===== src/rtl/wb_regfile.sv =====
// Writeback-stage register file: 32 GPRs plus HI/LO, committed from MEM/WB,
// with combinational read ports that forward the in-flight WB write.
module wb_regfile #(
  parameter int DATA_W = 32,
  parameter int ADDR_W = 5,
  parameter int NREG   = 32
) (
  input  logic              clk,
  input  logic              rst,
  input  logic              wb_rf_we,
  input  logic [ADDR_W-1:0] wb_rf_waddr,
  input  logic [DATA_W-1:0] wb_rf_wdata,
  input  logic [DATA_W-1:0] wb_hi,
  input  logic [DATA_W-1:0] wb_lo,
  input  logic              wb_whilo,
  input  logic [DATA_W-1:0] wb_pc,
  input  logic [ADDR_W-1:0] raddr1,
  output logic [DATA_W-1:0] rdata1,
  input  logic [ADDR_W-1:0] raddr2,
  output logic [DATA_W-1:0] rdata2,
  output logic [DATA_W-1:0] hi_o,
  output logic [DATA_W-1:0] lo_o,
  output logic [DATA_W-1:0] debug_wb_pc,
  output logic [3:0]        debug_wb_rf_wen,
  output logic [ADDR_W-1:0] debug_wb_rf_wnum,
  output logic [DATA_W-1:0] debug_wb_rf_wdata
);

  logic [DATA_W-1:0] gpr_q [NREG];
  logic [DATA_W-1:0] hi_q;
  logic [DATA_W-1:0] lo_q;
  logic              gpr_wen_d;

  // r0 is hardwired to zero, so a write addressed to it never commits.
  assign gpr_wen_d = wb_rf_we && (wb_rf_waddr != '0);

  // Flop array rather than a RAM: every entry must clear asynchronously.
  always_ff @(posedge clk or posedge rst) begin
    if (rst) begin
      for (int i = 0; i < NREG; i++) begin
        gpr_q[i] <= '0;
      end
      hi_q <= '0;
      lo_q <= '0;
    end else begin
      if (gpr_wen_d) begin
        gpr_q[wb_rf_waddr] <= wb_rf_wdata;
      end
      if (wb_whilo) begin
        hi_q <= wb_hi;
        lo_q <= wb_lo;
      end
    end
  end

  always_comb begin
    if (raddr1 == '0) begin
      rdata1 = '0;
    end else if (wb_rf_we && (wb_rf_waddr == raddr1)) begin
      rdata1 = wb_rf_wdata;
    end else begin
      rdata1 = gpr_q[raddr1];
    end
  end

  always_comb begin
    if (raddr2 == '0) begin
      rdata2 = '0;
    end else if (wb_rf_we && (wb_rf_waddr == raddr2)) begin
      rdata2 = wb_rf_wdata;
    end else begin
      rdata2 = gpr_q[raddr2];
    end
  end

  assign hi_o = wb_whilo ? wb_hi : hi_q;
  assign lo_o = wb_whilo ? wb_lo : lo_q;

  // Commit trace mirrors the WB inputs, including writes aimed at r0.
  assign debug_wb_pc       = wb_pc;
  assign debug_wb_rf_wen   = {4{wb_rf_we}};
  assign debug_wb_rf_wnum  = wb_rf_waddr;
  assign debug_wb_rf_wdata = wb_rf_wdata;

endmodule


===== config.mk =====
export PLATFORM = sky130hd
export DESIGN_NAME = wb_regfile
export DESIGN_NICKNAME = d
export VERILOG_FILES = /design/src/rtl/wb_regfile.sv
export SDC_FILE = /design/constraint.sdc
export NUM_CORES = 2
export LEC_CHECK = 0
export BUFFER_PORTS_ARGS = -buffer_cell sky130_fd_sc_hd__buf_2
export CAP_MARGIN = 20
export CELL_PAD_IN_SITES_DETAIL_PLACEMENT = 2
export CELL_PAD_IN_SITES_GLOBAL_PLACEMENT = 2
export CORE_MARGIN = 5
export CORE_UTILIZATION = 36
export CTS_CLUSTER_SIZE = 40
export DETAILED_ROUTE_END_ITERATION = 12
export PLACE_DENSITY_LB_ADDON = 0.1
export SLEW_MARGIN = 10
export SYNTH_ARGS = -nofsm -noshare
export SYNTH_HDL_FRONTEND = slang
export SYNTH_SLANG_ARGS = --single-unit

===== constraint.sdc =====
create_clock -name clk -period 42 [get_ports clk]
set_input_delay 4.2 -clock clk [delete_from_list [all_inputs] [get_ports clk]]
set_output_delay 4.2 -clock clk [all_outputs]
set_load 0.1 [all_outputs]

Word-level counts from Yosys, hierarchy flattened --
Index checks and enable logic that the tools add are counted.
Storage, ports and cells: bits of input ports 147, register bits 1088, output and inout port bits 201, word-level logic and storage cells 65
Operators by class: eq/ne operators 2, order comparisons 4, muxes and demuxes 15, bitwise operators 3, reductions and logical operators 7
Operators with widths (number):
- $bwmux 1024 | 1
- $mux 32 | 11
- $bmux 32 s5 | 2
- $demux 32 s5 | 1
- $ge 6x6->1 const B | 3
- $not 5->6 | 3
- $eq 5x5->1 | 2
- $logic_not 5->1 | 2
- $lt 6x1->1 const B | 1
- $reduce_bool 5->1 | 1
- $logic_and 1x1->1 | 4

Longest topological paths before layout --
word-level depth 6, gate-level depth with buffers 10, mapped depth without buffers 5

Least setup slack after synthesis --
No wires, ideal clock.
kind input -> output, from input port raddr1[1], to output port rdata1[9], slack 30.166 ns, data required time 37.800 ns, data arrival time 7.634 ns, path buffers 3, stages 8, cell sequence buf_4 and3b_1 clkbuf_1 clkbuf_1 a22oi_1 o211ai_1 o22a_1 a211oi_1
On the way: word-level cells in the longest chain between the ends 6, elaborated cells on any way between the ends 9, classes of those cells eq/ne: 1; mux: 5; bitwise: 1; reduce/logical: 2
Ends and longest elaborated chain:
- start, declared | line 17 | input logic [ADDR_W-1:0] raddr1,
- $not 5->6 (implied by the code) | line 62 | rdata1 = gpr_q[raddr1];
- $bmux 32 s5 | line 62
- $mux 32 (implied by the code) (2 in a row) | line 62
- $mux 32 | line 59 | end else if (wb_rf_we && (wb_rf_waddr == raddr1)) begin
- $mux 32 (*) | line 57 | if (raddr1 == '0) begin
- end, declared | line 18 | output logic [DATA_W-1:0] rdata1,
Every way passes the cells marked *; elsewhere a longest branch is shown, timed or not. The select of a mux whose other input is x is not followed.

Worst setup path after layout --
from input port raddr1[0], to output port rdata1[9]
The elaborated chain is that of the path after synthesis.

==> impl_metrics.csv <==
group,metric,value,unit
synth,yosys_warnings,0,
sta,tightest_slew,1160,ps
cts,cts.sinks,1088,
critical_path,cp.arrival,9350,ps
critical_path,worstPathRequired,37800,ps
synth,synthesis.area,0.0581,mm²
sta,layout_setup_ws,28450,ps
synth,ys_async_sr_fraction,1.00,
sta,fin_crit_sh,0.323,
power,p_sw,1.05,mW
final_layout,postLayoutCellArea,0.0654,mm²
synth,synth-seq-cells,1088,
place,portBuffers,283,
power,power_frac_comb,0.228,
sta,period_needed,13550,ps
critical_path,crit_cells,10,
critical_path,r2r_cells,1,
sta,timing.fmax,73.8,MHz
final_layout,n_fill_cell,15600,
critical_path,cp-startpoint,"raddr1[0]",
route,wl,227000,µm
critical_path,cp_max_fo,68,
synth,syn-num-nets,4148,
place,post_dp_cell_area,0.0607,mm²
route,via_per_inst,6.02,
sta,setup_tns,0,ps
power,p_clk_frac,0.362,
global_routing,grt_start_max_net_pins,153,
global_routing,grt_usage,0.268,
synth,syn_area_per_cell,14.5,µm²
synth,ys_types,64,
cts,numCtsBuffers,137,
final_layout,finalNetCount,4172,
power,power_frac_seq,0.410,
critical_path,max_stage_delay,830,ps
floorplan,chipHeight,412,µm
critical_path,crit_type,"input pin to output pin",
sta,relSlewSlack,0.229,
synth,yosysSeqAreaShare,0.468,
synth,synth_common_cells,"dfrtp_1 (1088), mux2_2 (1073), mux4_2 (416)",
route,dr_total_vias,37900,
floorplan,core,0.161,mm²
place,place_ws,28320,ps
floorplan,io_pins,348,
global_routing,antenna_found_initial,18,
cts,cts_tree,"built",
place,gp_congestion,0.768,
cts,htreeDepth,4,
critical_path,setup.worst_path.start_class,"input pin",
final_layout,multi_input_area,0.0284,mm²
sta,finalClockSkew,0,ps
route,wl_per_cell,36.1,µm
floorplan,fp.dieW,412,µm
cts,worst_skew_pair.late_latency,760,ps
sta,hold_viol,0,
route,dr.first_iter.drc_count,2856,
global_routing,grt_pass1_wl,327000,µm
sta,rsz0062_at_grt,"no",
power,ir_worst_vdd,38.4,µV
synth,yosys-top-cells-area,"dfrtp_1 (47%), mux2_2 (21%), mux4_2 (16%)",
critical_path,endpoint_kind,"output pin",
power,p_int,2.33,mW
power,finalPower,3.38,mW
place,hpwl,136000,µm
cts,root_buffer,"clkbuf_16",
floorplan,start_util,0.362,
critical_path,reg2reg_setup_slack,41190,ps
cts,cts_resized,0,
critical_path,path_cells,"buf_8, buf_4, buf_4, buf_4, mux2i_1, a22oi_1, o211ai_1, o22a_1, a211oi_1, buf_2",
cts,holdBufCountCts,0,
cts,post_cts_buffers,0,
power,p_per_area,51.7,mW/mm²
power,power.share.switching,0.310,
sta,setup_viol,0,
synth,synth_flop_cell,"dfrtp_1",
cts,cts.clk_slew.worst_paths,50,ps
final_layout,area_growth,12.5,%
global_routing,grt_pass1_vias,41600,
critical_path,crit_family,"buffers and inverters",
route,first_pass_iters,5,
critical_path,cpMostUsedCell,"buf_4",
critical_path,critPathCapture,"rdata1[9]",
synth,yosysMostFrequentCell,"dfrtp_1",
global_routing,overflow,0,
min_path,min_path_type,"register to register",
final_layout,drive_gt1_frac,0.526,
synth,synth_top_area_share,0.468,
floorplan,rows,147,
critical_path,path_buf_inv,5,
floorplan,dieArea,0.170,mm²
critical_path,cp_slowest_cell,"buf_4",
route,drc,0,
flow_run,cap_violations,0,
final_layout,regArea,0.0272,mm²
synth,yosysTopAreaCell,"dfrtp_1",
power,leakagePower,28.6,nW
critical_path,reg2reg_from,"gpr_q[721]$_DFFE_PP0P_",
route,ant_nets,0,
critical_path,worstReg2RegEnd,"gpr_q[721]$_DFFE_PP0P_",
synth,synth_cells,4001,
synth,synth_edf_count,0,
run_status,status,"completed",
cts,clockBufferDepth,3,
sta,slew_viol_final,0,
==> through the flow <==
| step | cells | utilization | hold WS (ps) |
|---|---|---|---|
| floorplan | 4001 | - | 438 |
| global placement | 6041 | 0.378 | 376 |
| detailed placement | 6045 | 0.378 | 386 |
| CTS | 6292 | 0.407 | 399 |
| global route | 6293 | 0.407 | 405 |
| finish | 6300 | 0.407 | 398 |
==> metal layers <==
metal / up-vias / wire length, µm / global-route usage
met4: 2 / 5080 / 0.0644
met3: 256 / 11700 / 0.0483
met5: - / 13 / 0
met2: 1037 / 107000 / 0.428
li1: 15400 / - / -
met1: 21200 / 103000 / 0.381
==> final cells by class <==
class,count,share of cell area
multi-input combinational,2397,0.434
clock inverter,41,0.00742
clock buffer,206,0.0634
inverter,3,0.000287
antenna,7,0.000268
sequential,1088,0.416
tap,2160,0.0413
timing repair buffer,398,0.0366
==> flip-flops by register name, summed over array words and instances (netlist names) <==
name	flops
hi_q	32
lo_q	32
gpr_q	1024
==> cell usage in the layout, fill, tap and decap left out, types with 17 or more instances in the layout <==
| master | Yosys | layout |
|---|---|---|
| a22oi_1 | 91 | 91 |
| mux2i_1 | 194 | 194 |
| a211o_1 | 17 | 17 |
| o211ai_1 | 17 | 17 |
| and3_1 | 19 | 19 |
| mux4_2 | 416 | 416 |
| o22ai_1 | 76 | 76 |
| buf_2 | 110 | 278 |
| o21ai_0 | 39 | 37 |
| clkbuf_1 | 201 | 30 |
| a211oi_1 | 18 | 18 |
| clkbuf_8 | 0 | 34 |
| nand2_1 | 59 | 44 |
| a21oi_1 | 40 | 40 |
| dfrtp_1 | 1088 | 1088 |
| a221oi_1 | 36 | 36 |
| mux2_2 | 1073 | 1073 |
| buf_4 | 115 | 109 |
| nor2_1 | 75 | 58 |
| nor2_4 | 0 | 19 |
| clkbuf_16 | 0 | 143 |
| clkinv_2 | 0 | 21 |
==> power by group through the flow <==
stage | Sequential [mW] | Clock (mW) | Combinational, mW
4_1_cts | 1.38 | 1.26 | 0.776
2_1_floorplan | 1.35 | 0 | 0.634
5_1_grt | 1.41 | 1.30 | 0.818
3_3_place_gp | 1.39 | 0 | 0.759
3_5_place_dp | 1.40 | 0 | 0.774
6_report | 1.39 | 1.22 | 0.772
==> kinds of logic after synthesis <==
kind of cell,count (synthesis),synth area share
muxes,1691,0.404
DFF,1088,0.468
AOI/OAI and AO/OA,429,0.0543
buffers and inverters,516,0.0485
xor gates and xnor gates,10,0.00151
and+or+nand+nor,267,0.0235
==> worst min path at each step <==
stage	to	depth (start not counted)	start
after floorplan	gpr_q[1010]$_DFFE_PP0P_	1	gpr_q[1010]$_DFFE_PP0P_
after global placement	gpr_q[1016]$_DFFE_PP0P_	0	gpr_q[1016]$_DFFE_PP0P_
after detailed placement	gpr_q[1011]$_DFFE_PP0P_	0	gpr_q[1011]$_DFFE_PP0P_
after CTS	gpr_q[1023]$_DFFE_PP0P_	0	gpr_q[1023]$_DFFE_PP0P_
after global routing	gpr_q[1015]$_DFFE_PP0P_	0	gpr_q[1015]$_DFFE_PP0P_
final	gpr_q[1004]$_DFFE_PP0P_	0	gpr_q[1004]$_DFFE_PP0P_
(Power assumes the default switching activity.)
